<file path="config.mk">
export PLATFORM = sky130hd
export DESIGN_NAME = morra_match_driver
export DESIGN_NICKNAME = d
export VERILOG_FILES = /design/src/rtl/morra_pkg.sv /design/src/rtl/morra_move_fifo.sv /design/src/rtl/morra_match_driver.sv
export SDC_FILE = /design/constraint.sdc
export NUM_CORES = 1
export LEC_CHECK = 0
export CORE_MARGIN = 2
export CORE_UTILIZATION = 40
export CTS_BUF_LIST = sky130_fd_sc_hd__clkbuf_4 sky130_fd_sc_hd__clkbuf_8
export DETAILED_ROUTE_END_ITERATION = 16
export GPL_TIMING_DRIVEN = 1
export PLACE_DENSITY = 0.69
export SYNTH_ARGS = -nofsm -noshare
export SYNTH_HDL_FRONTEND = slang
export SYNTH_SLANG_ARGS = --single-unit
export TNS_END_PERCENT = 50
</file>
<file path="constraint.sdc">
create_clock -name clk -period 3.15 [get_ports clk]
set_clock_uncertainty 0.05 [all_clocks]
set_input_delay 0.7875 -clock clk [delete_from_list [all_inputs] [get_ports clk]]
set_output_delay 0.7875 -clock clk [all_outputs]
set_load 0.05 [all_outputs]
</file>
<file path="src/rtl/morra_pkg.sv">
// Shared types and the reference round rule for the MorraCinese match driver.
package morra_pkg;

   typedef enum logic [1:0] {
      MV_NONE     = 2'b00,
      MV_ROCK     = 2'b01,
      MV_PAPER    = 2'b10,
      MV_SCISSORS = 2'b11
   } move_t;

   typedef enum logic [1:0] {
      RND_INVALID = 2'b00,
      RND_P1      = 2'b01,
      RND_P2      = 2'b10,
      RND_DRAW    = 2'b11
   } round_t;

   typedef enum logic [1:0] {
      GM_ONGOING = 2'b00,
      GM_P1      = 2'b01,
      GM_P2      = 2'b10,
      GM_DRAW    = 2'b11
   } game_t;

   typedef enum logic [2:0] {
      ST_IDLE,
      ST_STRT,
      ST_PLAY,
      ST_CHECK,
      ST_DONE
   } drv_state_t;

   localparam int unsigned DEF_DEPTH      = 4;
   localparam int unsigned DEF_IDX_W      = 5;
   localparam int unsigned DEF_MAX_ROUNDS = 31;

   // rock > scissors > paper > rock; any empty move voids the round
   function automatic round_t exp_round(input move_t p1, input move_t p2);
      if (p1 == MV_NONE || p2 == MV_NONE) return RND_INVALID;
      if (p1 == p2) return RND_DRAW;
      if ((p1 == MV_ROCK     && p2 == MV_SCISSORS) ||
          (p1 == MV_SCISSORS && p2 == MV_PAPER)    ||
          (p1 == MV_PAPER    && p2 == MV_ROCK))
         return RND_P1;
      return RND_P2;
   endfunction

endpackage

</file>
<file path="src/rtl/morra_move_fifo.sv">
// Move-pair FIFO (DEPTH entries x WIDTH bits), extra pointer bit distinguishes full from empty.
module morra_move_fifo #(
   parameter int unsigned DEPTH = 4,
   parameter int unsigned WIDTH = 4
) (
   input  logic             clk,
   input  logic             rst_n,
   input  logic             wr_en_i,
   input  logic [WIDTH-1:0] wr_data_i,
   input  logic             rd_en_i,
   output logic [WIDTH-1:0] rd_data_o,
   output logic             full_o,
   output logic             empty_o
);

   localparam int unsigned AW = $clog2(DEPTH);

   logic [WIDTH-1:0] mem_q [DEPTH];
   logic [AW:0]      wr_ptr_q, rd_ptr_q;
   logic             wr_fire, rd_fire;

   assign empty_o   = (wr_ptr_q == rd_ptr_q);
   assign full_o    = (wr_ptr_q[AW] != rd_ptr_q[AW]) && (wr_ptr_q[AW-1:0] == rd_ptr_q[AW-1:0]);
   assign rd_fire   = rd_en_i && !empty_o;
   // a push into a full FIFO is legal when the same edge pops
   assign wr_fire   = wr_en_i && (!full_o || rd_fire);
   assign rd_data_o = mem_q[rd_ptr_q[AW-1:0]];

   always_ff @(posedge clk or negedge rst_n) begin
      if (!rst_n) begin
         wr_ptr_q <= '0;
         rd_ptr_q <= '0;
         for (int unsigned i = 0; i < DEPTH; i++) mem_q[i] <= '0;
      end else begin
         if (wr_fire) begin
            mem_q[wr_ptr_q[AW-1:0]] <= wr_data_i;
            wr_ptr_q                <= wr_ptr_q + (AW+1)'(1);
         end
         if (rd_fire) rd_ptr_q <= rd_ptr_q + (AW+1)'(1);
      end
   end

endmodule

</file>
<file path="src/rtl/morra_match_driver.sv">
// Host-side driver for the MorraCinese core: issues one move pair per round and reports results.
// Optional reference-model scoreboard enabled by defining MORRA_SCOREBOARD_EN.
module morra_match_driver
   import morra_pkg::*;
#(
   parameter int unsigned DEPTH      = DEF_DEPTH,
   parameter int unsigned IDX_W      = DEF_IDX_W,
   parameter int unsigned MAX_ROUNDS = DEF_MAX_ROUNDS
) (
   input  logic             clk,
   input  logic             rst_n,
   input  logic             cfg_valid,
   output logic             cfg_ready,
   input  logic [3:0]       cfg_min_rounds,
   input  logic             mv_valid,
   output logic             mv_ready,
   input  logic [1:0]       mv_p1,
   input  logic [1:0]       mv_p2,
   output logic [1:0]       P1,
   output logic [1:0]       P2,
   output logic             START,
   input  logic [1:0]       ROUND,
   input  logic [1:0]       GAME,
   output logic             res_valid,
   output logic [1:0]       res_round,
   output logic [IDX_W-1:0] res_idx,
   output logic             busy,
   output logic             done,
   output logic [1:0]       game_result,
   output logic             timeout,
   output logic             err_mismatch
);

   localparam logic [IDX_W-1:0] MAX_CNT = IDX_W'(MAX_ROUNDS);

   drv_state_t       state_q, state_d;
   logic [1:0]       p1_q, p1_d, p2_q, p2_d;
   logic             start_q, start_d;
   logic             res_valid_q, res_valid_d;
   logic [1:0]       res_round_q, res_round_d;
   logic [IDX_W-1:0] cnt_q, cnt_d;
   logic             done_q, done_d;
   logic [1:0]       game_q, game_d;
   logic             timeout_q, timeout_d;

   logic             fifo_wr, fifo_rd, fifo_full, fifo_empty;
   logic [3:0]       fifo_rdata;
   logic             cfg_acc;

   morra_move_fifo #(
      .DEPTH (DEPTH),
      .WIDTH (4)
   ) u_fifo (
      .clk       (clk),
      .rst_n     (rst_n),
      .wr_en_i   (fifo_wr),
      .wr_data_i ({mv_p1, mv_p2}),
      .rd_en_i   (fifo_rd),
      .rd_data_o (fifo_rdata),
      .full_o    (fifo_full),
      .empty_o   (fifo_empty)
   );

   assign cfg_ready = (state_q == ST_IDLE) || (state_q == ST_DONE);
   assign busy      = !cfg_ready;
   assign mv_ready  = !fifo_full && (state_q != ST_DONE);
   assign fifo_wr   = mv_valid && mv_ready;
   assign cfg_acc   = cfg_valid && cfg_ready;

   always_comb begin
      state_d     = state_q;
      p1_d        = MV_NONE;
      p2_d        = MV_NONE;
      start_d     = 1'b0;
      res_valid_d = 1'b0;
      res_round_d = res_round_q;
      cnt_d       = cnt_q;
      done_d      = 1'b0;
      game_d      = game_q;
      timeout_d   = timeout_q;
      fifo_rd     = 1'b0;
      case (state_q)
         ST_STRT: state_d = ST_PLAY;
         ST_PLAY: begin
            if (!fifo_empty) begin
               fifo_rd = 1'b1;
               p1_d    = fifo_rdata[3:2];
               p2_d    = fifo_rdata[1:0];
               state_d = ST_CHECK;
            end
         end
         ST_CHECK: begin
            res_valid_d = 1'b1;
            res_round_d = ROUND;
            if (ROUND != RND_INVALID && cnt_q != MAX_CNT) cnt_d = cnt_q + 1'b1;
            if (cnt_d == MAX_CNT) timeout_d = 1'b1;
            if (GAME != GM_ONGOING || cnt_d == MAX_CNT) begin
               game_d  = GAME;
               done_d  = 1'b1;
               state_d = ST_DONE;
            end else begin
               state_d = ST_PLAY;
            end
         end
         ST_DONE: fifo_rd = !fifo_empty;
         default: ;
      endcase
      // cfg_acc is only possible from IDLE/DONE, so this overrides those branches alone
      if (cfg_acc) begin
         state_d      = ST_STRT;
         start_d      = 1'b1;
         {p1_d, p2_d} = cfg_min_rounds;
         cnt_d        = '0;
         game_d       = GM_ONGOING;
         timeout_d    = 1'b0;
      end
   end

   always_ff @(posedge clk or negedge rst_n) begin
      if (!rst_n) begin
         state_q     <= ST_IDLE;
         p1_q        <= '0;
         p2_q        <= '0;
         start_q     <= 1'b0;
         res_valid_q <= 1'b0;
         res_round_q <= '0;
         cnt_q       <= '0;
         done_q      <= 1'b0;
         game_q      <= '0;
         timeout_q   <= 1'b0;
      end else begin
         state_q     <= state_d;
         p1_q        <= p1_d;
         p2_q        <= p2_d;
         start_q     <= start_d;
         res_valid_q <= res_valid_d;
         res_round_q <= res_round_d;
         cnt_q       <= cnt_d;
         done_q      <= done_d;
         game_q      <= game_d;
         timeout_q   <= timeout_d;
      end
   end

`ifdef MORRA_SCOREBOARD_EN
   logic err_q, err_d;

   // p1_q/p2_q still hold the pair the core is answering during CHECK
   always_comb begin
      err_d = err_q;
      if (cfg_acc)
         err_d = 1'b0;
      else if (state_q == ST_CHECK && round_t'(ROUND) != exp_round(move_t'(p1_q), move_t'(p2_q)))
         err_d = 1'b1;
   end

   always_ff @(posedge clk or negedge rst_n) begin
      if (!rst_n) err_q <= 1'b0;
      else        err_q <= err_d;
   end

   assign err_mismatch = err_q;
`else
   assign err_mismatch = 1'b0;
`endif

   assign P1          = p1_q;
   assign P2          = p2_q;
   assign START       = start_q;
   assign res_valid   = res_valid_q;
   assign res_round   = res_round_q;
   assign res_idx     = cnt_q;
   assign done        = done_q;
   assign game_result = game_q;
   assign timeout     = timeout_q;

endmodule
</file>
# ---- Word level (Yosys, flattened, before mapping)
# Index checks and enable logic that the tools add are counted.
dict set report totals {
  reg_bits 42
  out_inout_bits 21
  wordCells 91
  inputBits 16
}
dict set report op_classes {
  eq_ne 11
  bitwise_logic 2
  reduce_logical 24
  add_sub_neg 3
  mux 32
  n_lt_le_gt_ge 3
}
# cell count
set ops {}
lappend ops {{$mux 5} 4}
lappend ops {{$mux 2} 9}
lappend ops {{$bwmux 16} 1}
lappend ops {{$mux 4} 3}
lappend ops {{$reduce_bool 2->1} 5}
lappend ops {{$mux 3} 3}
lappend ops {{$pmux 3 s3} 1}
lappend ops {{$bmux 4 s2} 1}
lappend ops {{$demux 4 s2} 1}
lappend ops {{$logic_and 1x1->1} 8}
lappend ops {{$mux 1} 8}
lappend ops {{$add 3x1->3 const B} 2}
lappend ops {{$eq 3x2->1 const B} 2}
lappend ops {{$ge 3x3->1 const B} 2}
lappend ops {{$ne 3x3->1 const B} 2}
lappend ops {{$not 2->3} 2}
lappend ops {{$reduce_and 2->1} 3}
lappend ops {{$add 5x1->5 const B} 1}
lappend ops {{$eq 5x5->1 const B} 1}
lappend ops {{$ne 5x5->1 const B} 1}
lappend ops {{$reduce_bool 4->1} 1}
lappend ops {{$eq 3x1->1 const B} 1}
lappend ops {{$eq 3x3->1} 1}
lappend ops {{$eq 3x3->1 const B} 1}
lappend ops {{other kinds (7)} 11}

# ---- Logic depth before layout (Yosys ltp)
# Gate-level depths: netlist of run 1.
dict set report depth {
  word_depth 9
  depth_mapped 7
  ltp_nobuf 7
}

# ---- Hierarchy
# From an unflattened synthesis of run 1, not the netlist that was laid out.
dict set report unflattened {
  cells_unflattened 168
  hier_area_um2 2247.2
}
# module seq_area_each_um2 area_each_um2 cells_each instances
set modules_own_cells {}
lappend modules_own_cells {morra_move_fifo 550.5 1202.4 73 1}
lappend modules_own_cells {morra_match_driver 500.5 1044.8 95 1}

# ---- Least setup slack after synthesis of run 1
# Ideal clock, no wire load.
dict set report synth_path {
  path_kind {register -> register}
  startpoint {register cnt_q[0] (netlist: res_idx[0])}
  endpoint {register state_q[1]}
  n_path_buf 0
  synth_period_minus_slack_ps 2627
  t_required_ps 2980
  t_arrival_ps 2457
  setup_slack_ps 523
  stages_incl_launch_ff 8
  cell_sequence {dfrtp_1 > ha_1 > and3_1 > ha_1 > o21bai_1 > mux2_2 > a211o_1 > a31o_2}
}
dict set report synth_via {
  elab_chain_cells 9
}
# item line_no
set synth_rtl {}
lappend synth_rtl {{start: declaration} morra_match_driver.sv:41} ;# logic [IDX_W-1:0] cnt_q, cnt_d;
lappend synth_rtl {{start signal: assignment} morra_match_driver.sv:138} ;# cnt_q <= cnt_d;
lappend synth_rtl {{branches (longest 2 deep; another with $add 5x1->5)} -}
lappend synth_rtl {{$mux 5 (*)} morra_match_driver.sv:95} ;# if (ROUND != RND_INVALID && cnt_q != MAX_CNT) cnt_d = cnt_q + 1'b1;
lappend synth_rtl {{$mux 5 (*)} morra_match_driver.sv:82} ;# case (state_q)
lappend synth_rtl {{$eq 5x5->1 (*)} morra_match_driver.sv:97} ;# if (GAME != GM_ONGOING || cnt_d == MAX_CNT) begin
lappend synth_rtl {{$logic_or 1x1->1 (*)} morra_match_driver.sv:97}
lappend synth_rtl {{$mux 3 (*)} morra_match_driver.sv:97}
lappend synth_rtl {{$pmux 3 s3 (*)} morra_match_driver.sv:82}
lappend synth_rtl {{$mux 3 (*)} morra_match_driver.sv:109} ;# if (cfg_acc) begin
lappend synth_rtl {{end signal: assignment} morra_match_driver.sv:132} ;# state_q <= state_d;
lappend synth_rtl {{end: declaration} morra_match_driver.sv:36} ;# drv_state_t state_q, state_d;
# Every way passes the cells marked *. The select of a mux whose other input is x is not followed.
# A chain may end at the register's enable or synchronous reset.

# ---- Final worst setup path of run 1
dict set report layout_path {
  startpoint {register u_fifo.rd_ptr_q[0]}
  endpoint {output mv_ready}
}
dict set report layout_via {
  elab_chain_cells 4
}
# item line_no
set layout_rtl {}
lappend layout_rtl {{start: declaration} morra_move_fifo.sv:19} ;# logic [AW:0] wr_ptr_q, rd_ptr_q;
lappend layout_rtl {{start signal: assignment} morra_move_fifo.sv:39} ;# if (rd_fire) rd_ptr_q <= rd_ptr_q + (AW+1)'(1);
lappend layout_rtl {{$eq 2x2->1} morra_move_fifo.sv:23} ;# assign full_o = (wr_ptr_q[AW] != rd_ptr_q[AW]) && (wr_ptr_q[AW-1:0] == rd_ptr_q[AW-1:0]);
lappend layout_rtl {{$logic_and 1x1->1} morra_move_fifo.sv:23}
lappend layout_rtl {{$logic_not 1->1} morra_match_driver.sv:66} ;# assign mv_ready = !fifo_full && (state_q != ST_DONE);
lappend layout_rtl {{$logic_and 1x1->1} morra_match_driver.sv:66}
lappend layout_rtl {{end: declaration} morra_match_driver.sv:16} ;# output logic mv_ready,
# No other way between the ends.

==> run summary, run 1 <==
Total GRT Usage: 0.143
most frequent cells in the layout: dfrtp_1, clkdlybuf4s50_1, nand2_1
max-slew violation count: 0
max_cap viols: 0
cts repair resizes: 0
Synth Warn #: 0
critical-path maximum fanout: 7
slowest CP cell: clkdlybuf4s50_1
start point of the critical path: u_fifo.rd_ptr_q[0]
Least-Margin Pin Slew: 0.917 ns
CP endpoint kind: primary output
first-pass GRT wire length: 6.80 mm
Power, Total: 2810 µW
share of layout cells above drive strength 1: 0.171
buffers and inverters on the worst path: 1
clk_lat worst skew: 0.29 ns
Die H: 77.9 µm
Area after DPL: 2540 µm²
die area: 6060 µm²
via count: 1,424
post-synthesis adder-cell area fraction: 0.0401
largest net degree at the start of global routing: 43
gr ovfl total: 0
VDD IR max: 598 µV
hold_sp: res_round[0]
hold buffers post-CTS: 0
GPL Wtd Cong: 0.885
Placed Instances: 272
synthesized cell area: 2180 µm²
IO buf count: 35
final setup violation count: 0
# DRC: 0
ANT nets after route: 0
CTS clock-pin slew for the worst setup and hold paths: 0.08 ns
post-synthesis mux area share: 0.179
crit path DAT: 2.21 ns
post-layout minimum cycle time: 3.04 ns
reg2reg end: state_q[1]
most common cell after layout, fill and taps aside: dfrtp_1
reg-to-reg slack, setup: 0.67 ns
setup TNS: 0 ns
total wire length: 3.96 mm
worst-case clock buffer depth: 2
CP delay by family, top: buffers and inverters
status: completed
area of the multi-input gates: 1030 µm²
Avg WL per Cell: 14.2 µm
Die X: 77.9 µm
clock root buffer: clkbuf_8
CP Data Required Time: 2.31 ns
main combinational cell family by area after synthesis: multiplexers
Unique masters post-synth: 41
initial antenna violation count: 0
HPWL after DPL: 2.89 mm
syn_area_per_cell: 12.4 µm²
Reg2Reg Depth: 7
CTS buffer count: 5
fillers: 467
Crit Path Class: register to primary output
Rows: 26
crit path to: mv_ready
cells after synthesis: 176
Synth Net Count: 199
number of flops mapped to enable cells by yosys: 0
register area: 1050 µm²
vias in the first global route: 1,379
Pleak: 0.00118 µW
Crit path depth: 3
pre-CTS setup slack: 0.386 ns
Post-Synth Simple-Gate Area: 0.106
Clock Sinks: 42
# H-tree levels: 2
Antenna diodes: 0
FMAX: 329 MHz
Slew HR: 0.389
CP Launch Type: register
Post-CTS Setup Bufs: 0
post-synthesis compound-gate area fraction: 0.104
Non-Filler Instances: 280
fin crit share: 0.966
critical path cell sequence: xnor2_2 > a32oi_2 > clkdlybuf4s50_1
Cell Pwr Density: 1060 nW/µm²
RR Startpoint: res_idx[0]
Post-Synth XOR/XNOR Area: 0.0436
FF+latch count, synth: 42
Vias/cell: 5.09
CTS tree: done
post-synthesis sequential area ratio: 0.482
Async SR Flop Fraction: 1.00
final hold vios: 0
initial DRC count: 62
Core Area: 5170 µm²
Final WS setup: 0.107 ns
Synth Flop Type: dfrtp_1
Starting Density: 0.422
Pre-Repair DR Iteration Count: 4
io pins: 37
RSZ-0062 raised after global routing: false
Area Overhead vs Synth: 21.6%
Final Net Count: 232
Design Area, Final: 2650 µm²
Hold Path Class: register to register
crit-path max cell delay: 0.87 ns
cell usage after synthesis, types with 2 or more instances:
| master | n | area, µm² |
|---|---|---|
| nand2_1 | 24 | 90.1 |
| buf_6 | 4 | 45.0 |
| buf_2 | 3 | 15.0 |
| ha_1 | 7 | 87.6 |
| mux2_2 | 4 | 45.0 |
| nand4b_1 | 2 | 17.5 |
| mux2_4 | 16 | 240 |
| xor2_1 | 3 | 26.3 |
| a22o_1 | 2 | 17.5 |
| a21oi_1 | 9 | 45.0 |
| a311oi_1 | 2 | 17.5 |
| dfrtp_1 | 42 | 1050 |
| buf_4 | 2 | 15.0 |
| inv_1 | 5 | 18.8 |
| o21bai_1 | 2 | 15.0 |
| nor2_1 | 3 | 11.3 |
| nand3_1 | 2 | 10.0 |
| mux4_1 | 4 | 105 |
| xnor2_1 | 6 | 52.6 |
| and3_1 | 5 | 31.3 |
| o21ai_0 | 5 | 25.0 |
| nor2b_1 | 4 | 25.0 |
| o31a_1 | 2 | 17.5 |
layer usage:
layer,global-route usage,vias to the layer above,wire (µm)
met5,0,-,0
met4,0.0482,0,31
met3,0.0419,4,220
met2,0.212,40,1820
met1,0.200,696,1890
li1,-,684,-
worst reg2reg max path: stages, from the launching register on:
cell and delay [ns]:
dfrtp_1 0.47, ha_1 0.30, and3_1 0.19, ha_1 0.15, o21bai_1 0.22, mux2_2 0.38
a211o_1 0.35, a31o_2 0.27
worst min path at each step:
stage                     slack [ns]          endpoint  depth (start not counted)
final                           0.43      res_round[0]                          2
after global routing            0.45      res_round[0]                          2
after CTS                       0.44      res_round[0]                          2
after detailed placement        0.41      res_round[0]                          2
after global placement          0.41      res_round[0]                          2
after floorplan                 0.42  u_fifo.mem_q[10]                          1
cell type report:
class / count / area share
Sequential cell: 42 / 0.396
Multi-Input combinational cell: 119 / 0.389
Timing Repair Buffer: 35 / 0.130
Tap cell: 70 / 0.0330
Clock buffer: 7 / 0.0316
Clock inverter: 1 / 0.0113
Inverter: 6 / 0.00849
sequential cells by signal, indices dropped and copies added (netlist names), 2 cells and up:
register / count
P1: 2
P2: 2
game_result: 2
res_idx: 5
res_round: 2
state_q: 3
u_fifo.mem_q: 16
u_fifo.rd_ptr_q: 3
u_fifo.wr_ptr_q: 3
cells by family (layout without fill, tap and decap cells):
logic type	after synthesis	count (layout)
AND/OR/NAND/NOR	45	45
flip-flops	42	42
AO/OA/AOI/OAI	32	32
multiplexers	24	24
buffers and inverters	15	49
XOR/XNOR	10	10
adder cells (fa/ha/maj)	7	7
other	1	1
per-stage QoR:
step,hold slack (ns),util
after global placement,0.408,0.491
final,0.431,0.513
after CTS,0.435,0.513
after floorplan,0.423,-
after global routing,0.452,0.513
after detailed placement,0.415,0.491
report_power, final:
group,switching (µW),internal [µW]
Sequential,231,770
Clock,179,254
Combinational,697,682
Total,1110,1710
No activity file was read; power rests on OpenSTA's default activity.
==> run 2: changes to the inputs <==
--- a/config.mk
+++ b/config.mk
@@ -10,6 +10,7 @@
 export CTS_BUF_LIST = sky130_fd_sc_hd__clkbuf_4 sky130_fd_sc_hd__clkbuf_8
 export DETAILED_ROUTE_END_ITERATION = 16
 export GPL_TIMING_DRIVEN = 1
+export HOLD_SLACK_MARGIN = 0.06
 export PLACE_DENSITY = 0.69
 export SYNTH_ARGS = -nofsm -noshare
 export SYNTH_HDL_FRONTEND = slang
==> results of run 2 <==
No change in the layout: final DEF, timing and power equal those of run 1.
==> run 3: changes to the inputs <==
==> constraint.sdc (replaced) <==
create_clock -name clk -period 3.07 [get_ports clk]
set_clock_uncertainty 0.05 [all_clocks]
set_input_delay 0.7675 -clock clk [delete_from_list [all_inputs] [get_ports clk]]
set_output_delay 0.7675 -clock clk [all_outputs]
set_load 0.05 [all_outputs]
==> run summary, run 3 (synthesis results as in run 1) <==
Total GRT Usage: 0.147 (+0.00441)
first-pass GRT wire length: 6.99 mm (+2.8%)
hold buffers post-CTS: 0 (unchanged)
Crit Path Class: register to primary output
Final Net Count: 232 (unchanged)
post-layout minimum cycle time: 2.65 ns
Area after DPL: 2540 µm² (about the same)
max-slew violation count: 0 (unchanged)
final setup violation count: 0 (unchanged)
Die H: 77.9 µm (unchanged)
RR Startpoint: res_idx[0]
Pleak: 0.00119 µW (about the same)
Vias/cell: 5.12 (+0.63%)
gr ovfl total: 0 (unchanged)
Design Area, Final: 2650 µm² (about the same)
total wire length: 4.11 mm (+3.6%)
Pre-Repair DR Iteration Count: 4 (unchanged)
GPL Wtd Cong: 0.916 (+3.5%)
largest net degree at the start of global routing: 43 (unchanged)
Avg WL per Cell: 14.7 µm (+3.6%)
crit-path max cell delay: 0.82 ns (-0.05 ns)
Starting Density: 0.422 (unchanged)
Slew HR: 0.381 (-0.00804)
Rows: 26 (unchanged)
most common cell after layout, fill and taps aside: dfrtp_1
HPWL after DPL: 2.88 mm (-0.41%)
crit path DAT: 1.83 ns (-0.38 ns)
max FFs per register: 16 (unchanged)
FMAX: 377 MHz
RSZ-0062 raised after global routing: false
initial DRC count: 87 (+40%)
# DRC: 0 (unchanged)
CP Data Required Time: 2.25 ns (-0.06 ns)
most frequent cells in the layout: dfrtp_1, clkdlybuf4s50_1, nand2_1
slowest CP cell: clkdlybuf4s50_1
Util after Layout: 0.513 (about the same)
Cell Pwr Density: 1090 nW/µm² (+3.3%)
cts repair resizes: 0 (unchanged)
vias in the first global route: 1,452 (+5.3%)
Core Area: 5170 µm² (unchanged)
fin crit share: 0.864
ANT nets after route: 0 (unchanged)
clock root buffer: clkbuf_8
Post-CTS Setup Bufs: 0 (unchanged)
Top reg by flops: u_fifo.mem_q
final hold vios: 0 (unchanged)
hold_sp: res_round[0]
CTS buffer count: 5 (unchanged)
clk_lat worst skew: 0.30 ns (about the same)
die area: 6060 µm² (unchanged)
CP endpoint kind: primary output
critical-path maximum fanout: 9 (+2)
critical path cell sequence: nor2_4 > clkdlybuf4s50_1
Antenna diodes: 0 (unchanged)
via count: 1,433 (+0.63%)
Die X: 77.9 µm (unchanged)
max_cap viols: 0 (unchanged)
CTS tree: done
setup TNS: 0 ns (unchanged)
share of layout cells above drive strength 1: 0.176 (+0.00476)
Least-Margin Pin Slew: 0.929 ns (+0.0121 ns)
fillers: 458 (-1.9%)
Hold Path Class: register to register
status: completed
Area Overhead vs Synth: 21.5% (about the same)
worst-case clock buffer depth: 2 (unchanged)
VDD IR max: 600 µV (+0.45%)
io pins: 37 (unchanged)
initial antenna violation count: 0 (unchanged)
CP Launch Type: register
start point of the critical path: state_q[1]
CTS clock-pin slew for the worst setup and hold paths: 0.08 ns (about the same)
IO buf count: 35 (unchanged)
# H-tree levels: 2 (unchanged)
Clock Sinks: 42 (unchanged)
## run 3: report_power, final
part	switching (µW)	internal (µW)	leakage (µW)	total, µW
registers	236	789	0.000522	1030
clock network	188	261	0.0000593	449
logic	733	696	0.000604	1430
## run 3: final cells by class
class | instances | area (µm²) | share of cell area
Timing Repair Buffer | 35 | 343 | 0.129
Multi-Input combinational cell | 119 | 1030 | 0.390
Clock inverter | 1 | 30.0 | 0.0113
Clock buffer | 7 | 83.8 | 0.0316
Tap cell | 70 | 87.6 | 0.0330
Sequential cell | 42 | 1050 | 0.396
Inverter | 6 | 22.5 | 0.00849
## run 3: worst max-delay path: cells and delay by family, from the launching register on
kind,cells,cell delay (ns)
DFF,1,0.52
and+or+nand+nor,1,0.20
buffers and inverters,1,0.82
## run 3: worst paths after layout
kind,cells after the start,slack [ns],end
min reg2reg,2,0.43,res_round[0]
max reg2reg,7,0.56,game_result[1]
min,2,0.43,res_round[0]
max,2,0.42,cfg_ready
min in group asynchronous,1,0.55,START
max in group asynchronous,1,1.83,u_fifo.rd_ptr_q[0]
## run 3: routing by layer
| layer | wire length, µm | vias up | GRT usage |
|---|---|---|---|
| met3 | 204 | 7 | 0.0395 |
| met4 | 74 | 0 | 0.0625 |
| met2 | 1850 | 37 | 0.224 |
| met1 | 1980 | 697 | 0.198 |
| met5 | 0 | - | 0 |
| li1 | - | 692 | - |
## run 3: through the flow
step / std cells / total power, µW / hold slack (ns) / worst slack (ns)
global route: 280 / 3080 / 0.452 / 0.344
finish: 280 / 2900 / 0.434 / 0.418
detailed placement: 272 / 2470 / 0.415 / 0.320
floorplan: 176 / 2150 / 0.422 / 0.443
CTS: 280 / 2930 / 0.435 / 0.411
global placement: 272 / 2440 / 0.408 / 0.352
